## src/rtl/pipe_reduce.sv

```systemverilog
// Pipelined two-level reduction: per-group OR/AND, then AND/OR across the groups.
// Every stage shifts together when the output is free or being drained, and all stages
// freeze together otherwise. o_hits counts transferred results equal to 1 and saturates.
module pipe_reduce #(
  parameter int unsigned WIDTH    = 16,
  parameter int unsigned GROUP    = 2,
  parameter int unsigned PIPE_MID = 1,
  parameter int unsigned CNT_W    = 16
) (
  input  logic             i_clk,
  input  logic             i_rst_n,
  input  logic [WIDTH-1:0] i_data,
  input  logic             i_mode,
  input  logic             i_valid,
  output logic             o_ready,
  output logic             o_data,
  output logic             o_valid,
  input  logic             i_ready,
  input  logic             i_clr,
  output logic [CNT_W-1:0] o_hits
);

  localparam int unsigned NumGroups = WIDTH / GROUP;

  logic             advance;
  logic [WIDTH-1:0] in_data_q;
  logic             in_mode_q;
  logic             in_valid_q;
  logic [NumGroups-1:0] grp_c;
  logic [NumGroups-1:0] mid_grp;
  logic             mid_mode;
  logic             mid_valid;
  logic             out_data_d;
  logic             out_data_q;
  logic             out_valid_q;
  logic [CNT_W-1:0] hits_d;
  logic [CNT_W-1:0] hits_q;

  // The pipeline moves only when the output slot is empty or being taken downstream.
  assign advance = i_ready | ~out_valid_q;
  assign o_ready = advance;

  // Input stage: capture the beat; data is only loaded for real beats.
  always_ff @(posedge i_clk or negedge i_rst_n) begin
    if (!i_rst_n) begin
      in_data_q  <= '0;
      in_mode_q  <= 1'b0;
      in_valid_q <= 1'b0;
    end else if (advance) begin
      in_valid_q <= i_valid;
      if (i_valid) begin
        in_data_q <= i_data;
        in_mode_q <= i_mode;
      end
    end
  end

  // Inner reduction: mode 0 ORs each group, mode 1 ANDs each group.
  always_comb begin
    grp_c = '0;
    for (int g = 0; g < NumGroups; g++) begin
      grp_c[g] = in_mode_q ? (&in_data_q[g*GROUP +: GROUP]) : (|in_data_q[g*GROUP +: GROUP]);
    end
  end

  if (PIPE_MID != 0) begin : g_mid
    logic [NumGroups-1:0] grp_q;
    logic                 mode_q;
    logic                 valid_q;

    // Optional mid stage between inner and outer reduction.
    always_ff @(posedge i_clk or negedge i_rst_n) begin
      if (!i_rst_n) begin
        grp_q   <= '0;
        mode_q  <= 1'b0;
        valid_q <= 1'b0;
      end else if (advance) begin
        grp_q   <= grp_c;
        mode_q  <= in_mode_q;
        valid_q <= in_valid_q;
      end
    end

    assign mid_grp   = grp_q;
    assign mid_mode  = mode_q;
    assign mid_valid = valid_q;
  end else begin : g_no_mid
    assign mid_grp   = grp_c;
    assign mid_mode  = in_mode_q;
    assign mid_valid = in_valid_q;
  end

  // Outer reduction: mode 0 ANDs the group results, mode 1 ORs them.
  always_comb begin
    out_data_d = mid_mode ? (|mid_grp) : (&mid_grp);
  end

  // Output stage.
  always_ff @(posedge i_clk or negedge i_rst_n) begin
    if (!i_rst_n) begin
      out_data_q  <= 1'b0;
      out_valid_q <= 1'b0;
    end else if (advance) begin
      out_data_q  <= out_data_d;
      out_valid_q <= mid_valid;
    end
  end

  assign o_data  = out_data_q;
  assign o_valid = out_valid_q;

  // Hit counter next state: clear wins over a concurrent hit; saturate instead of wrapping.
  always_comb begin
    hits_d = hits_q;
    if (i_clr) begin
      hits_d = '0;
    end else if (out_valid_q && i_ready && out_data_q && (hits_q != {CNT_W{1'b1}})) begin
      hits_d = hits_q + 1'b1;
    end
  end

  // Hit counter register.
  always_ff @(posedge i_clk or negedge i_rst_n) begin
    if (!i_rst_n) begin
      hits_q <= '0;
    end else begin
      hits_q <= hits_d;
    end
  end

  assign o_hits = hits_q;

endmodule

```

## config.mk

```make
export PLATFORM = sky130hd
export DESIGN_NAME = pipe_reduce
export DESIGN_NICKNAME = d
export VERILOG_FILES = /design/src/rtl/pipe_reduce.sv
export SDC_FILE = /design/constraint.sdc
export NUM_CORES = 1
export LEC_CHECK = 0
export ABC_CLOCK_PERIOD_IN_PS = 4100
export CELL_PAD_IN_SITES_DETAIL_PLACEMENT = 1
export CELL_PAD_IN_SITES_GLOBAL_PLACEMENT = 2
export CORE_ASPECT_RATIO = 1.2
export CORE_UTILIZATION = 36
export CTS_BUF_LIST = sky130_fd_sc_hd__clkbuf_4
export DETAILED_ROUTE_END_ITERATION = 6
export PLACE_DENSITY = 0.95
export SKIP_CTS_REPAIR_TIMING = 1
export SLEW_MARGIN = 25
export SYNTH_ARGS = -nofsm -noshare
export SYNTH_HDL_FRONTEND = slang
export SYNTH_SLANG_ARGS = --single-unit
```

## constraint.sdc

```tcl
create_clock -name i_clk -period 4.1 [get_ports i_clk]
set_input_delay 0.41 -clock i_clk [delete_from_list [all_inputs] [get_ports i_clk]]
set_output_delay 0.41 -clock i_clk [all_outputs]
set_load 0.01 [all_outputs]
```

==> out/results.txt <==
Outcome -> finished, final reports clean
P&R area growth vs syn -> 24.4%
Reg2Reg Setup Slack -> 2.20 ns
Post-Syn Nets -> 219
Post-synthesis simple-gate area fraction -> 19.2%
Hold Path Class -> input port to asynchronous set/reset pin
Port Buffers -> 40
Top cell type by total area after synthesis -> dfrtp_1
Sw Pwr -> 0.000331 W
CP cell instances -> clkdlybuf4s50_1 > nor2b_1 > buf_4 > inv_1 > clkdlybuf4s50_1
DPL Wire Length -> 3060 um
Switching share of power -> 30.3%
Slew Limit Fails -> 0
Antenna-violating nets left -> 0
Clock transition at the registers of the reported paths -> 0.14 ns
Leakage power -> 1.08 nW
Final hold vios -> 0
First-pass GRT wire length -> 7330 um
Final nets -> 260
Remaining global-route overflow -> 0
CP Max Fanout -> 21
Crit. End Element -> primary output
Area after DPL -> 2550 um2
First-pass DRT Iterations -> 4
Fmax -> 444 MHz
CORE AREA -> 5630 um2
CP startpoint kind -> input port
EDFF count, synth -> 0
Kind of critical path -> input port to primary output
Worst Reg-to-Reg Cells -> 5
Setup tns final -> 0 ns
Reg-to-reg startpoint -> o_valid
Maximum vdd drop -> 0.248 mV
Internal power -> 0.000761 W
CTS Root Cell -> clkbuf_4
#FFs+latches synth -> 46
Fillers -> 641
Final setup fails -> 0
IO Count -> 41
Worst-margin pin slew -> 0.682 ns
Skew final -> 0.0170 ns
Fraction of the mapped netlist area in adder cells -> 1.08%
Clk sinks -> 46
DRC -> 0
Worst path required time -> 3.69 ns
CTS tree -> done
GP Congestion -> 0.726
Worst path most repeated cell -> clkdlybuf4s50_1
Distinct cells, synth -> 36
Mapped cell area -> 2090 um2
XOR/XNOR Fraction of Synth Area -> 5.44%
Yosys warning count -> 0
Starting Density -> 37.2%
Total Wirelength -> 4200 um
DR WL/cell -> 13.9 um
Final Core Density -> 46.3%
MaxCap Viol Count -> 0
Num CTS Buffers -> 5
Sequential-to-total area share from yosys stat -> 55.0%
Largest family of logic cells by synthesized area -> simple AND/OR/NAND/NOR gates
Initial detailed-routing violation count -> 57
Clk buf depth -> 2
Mapped Cells -> 196
Post-synthesis mux area share -> 11.2%
CP peak stage delay -> 0.57 ns
Design Area, Final -> 2610 um2
Clock latency at the later pin of the worst-skew pair -> 0.37 ns
Post-synthesis area per instance -> 10.7 um2
Worst relative slew slack -> 54.4%
Die width -> 71.6 um
Initial antenna violation count -> 0
Slowest-stage cell, CP -> clkdlybuf4s50_1
Clock Power Share -> 19.2%
Antenna fix cells -> 0
R2R Path End -> in_data_q[15]
Final period util -> 54.9%
Minimum clock period -> 2.25 ns
Logic pwr share -> 22.7%
RSZ-0062 raised after global routing -> false
Largest net degree at the start of global routing -> 47
Flop pwr share -> 58.1%
Placement Rows -> 30
Die ar. -> 6120 um2
Post-synthesis async set-or-reset flop share -> 100%
Die H -> 85.5 um
Top cells by area, synth -> dfrtp_1, mux2_2, nand2_1
Yosys top cell area share -> 55.0%
Layout cells sized above 1 -> 14.3%
Worst Path Arrival -> 1.84 ns
H-tree levels -> 2
Via/cell ratio -> 5.12
Number of global-route vias before repair -> 1560
GRT Util Overall -> 15.6%
Via count -> 1545
Top_reg_cell synth -> dfrtp_1
Synth Area in Compound Gates -> 6.10%
Power per cell area -> 419 nW/um2
==> registers in the layout, indices dropped and copies added (netlist names) <==
register       flops
in_data_q         16
o_hits            16
g_mid.grp_q        8
g_mid.mode_q       1
g_mid.valid_q      1
in_mode_q          1
in_valid_q         1
o_data             1
o_valid            1
==> cell families after synthesis <==
family	after synthesis
buf+inv	11
compound gates	23
simple gates	80
mux	21
fa+ha+maj	2
xor+xnor	13
flops	46
==> power by group through the flow <==
stage,Combinational [W],Clock (W),Sequential [W]
6_report,0.000247,0.000210,0.000634
5_1_grt,0.000284,0.000242,0.000651
4_1_cts,0.000255,0.000223,0.000636
3_5_place_dp,0.000254,0,0.000646
3_3_place_gp,0.000242,0,0.000641
2_1_floorplan,0.000166,0,0.000624
==> synth_stat cells, drive strengths merged, types with 4 or more instances <==
cell     n
nor2    17
mux2    19
nor4     4
nand4    7
nand3    5
nand2   30
and3     5
o21ai   16
inv      4
xnor2    8
dfrtp   46
clkbuf   6
xor2     5
==> routing by layer <==
| metal | vias to the layer above | track usage (%) | share of wire [%] |
|---|---|---|---|
| li1 | 766 | - | - |
| met1 | 738 | 18.4 | 43 |
| met2 | 36 | 27.4 | 52 |
| met3 | 5 | 4.00 | 3.9 |
| met4 | 0 | 5.35 | 1.4 |
| met5 | - | 0 | 0 |
==> worst max-delay path by stage <==
stage / cells after the start / endpoint / startpoint
floorplan: 5 / in_data_q[0] / o_valid
global placement: 6 / in_data_q[7] / i_ready
detailed placement: 6 / in_data_q[5] / i_ready
CTS: 5 / o_ready / i_ready
global route: 5 / o_ready / i_ready
finish: 5 / o_ready / i_ready
==> cells in the final DEF (no fill, tap or decap), types with 2 or more instances in the layout <==
cell             instances
dfrtp_1                 46
clkdlybuf4s50_1         39
nand2_1                 30
mux2_2                  19
nor2_1                  17
o21ai_0                 16
xnor2_1                  8
nand4_1                  6
nand3_1                  5
xor2_1                   5
clkbuf_4                 5
inv_1                    4
and3_1                   4
nor4_1                   4
nor3_1                   2
a211oi_1                 2
mux2i_1                  2
buf_4                    2
==> stage by stage <==
stage	hold slack (ns)	instances	total power [W]	setup WS [ns]
2_1_floorplan	0.114	196	0.000790	2.44
3_3_place_gp	0.458	294	0.000883	1.76
3_5_place_dp	0.468	294	0.000900	1.70
4_1_cts	0.241	302	0.00111	1.84
5_1_grt	0.0476	302	0.00118	1.77
6_report	0.0181	302	0.00109	1.85
==> cell type report <==
| type | instances | area, um2 | area share (%) |
|---|---|---|---|
| Tap cell | 64 | 80.1 | 3.07 |
| Timing Repair Buffer | 41 | 405 | 15.6 |
| Sequential cell | 46 | 1150 | 44.2 |
| Clock buffer | 5 | 37.5 | 1.44 |
| Multi-Input combinational cell | 139 | 900 | 34.5 |
| Inverter | 4 | 15.0 | 0.576 |
| Clock inverter | 3 | 16.3 | 0.624 |
==> critical path, delay by kind of cell <==
kind / cells / cell delay, ns
and+or+nand+nor: 1 / 0.05
buffers and inverters: 4 / 1.38
Note: power is estimated with default switching activity, not from simulation.
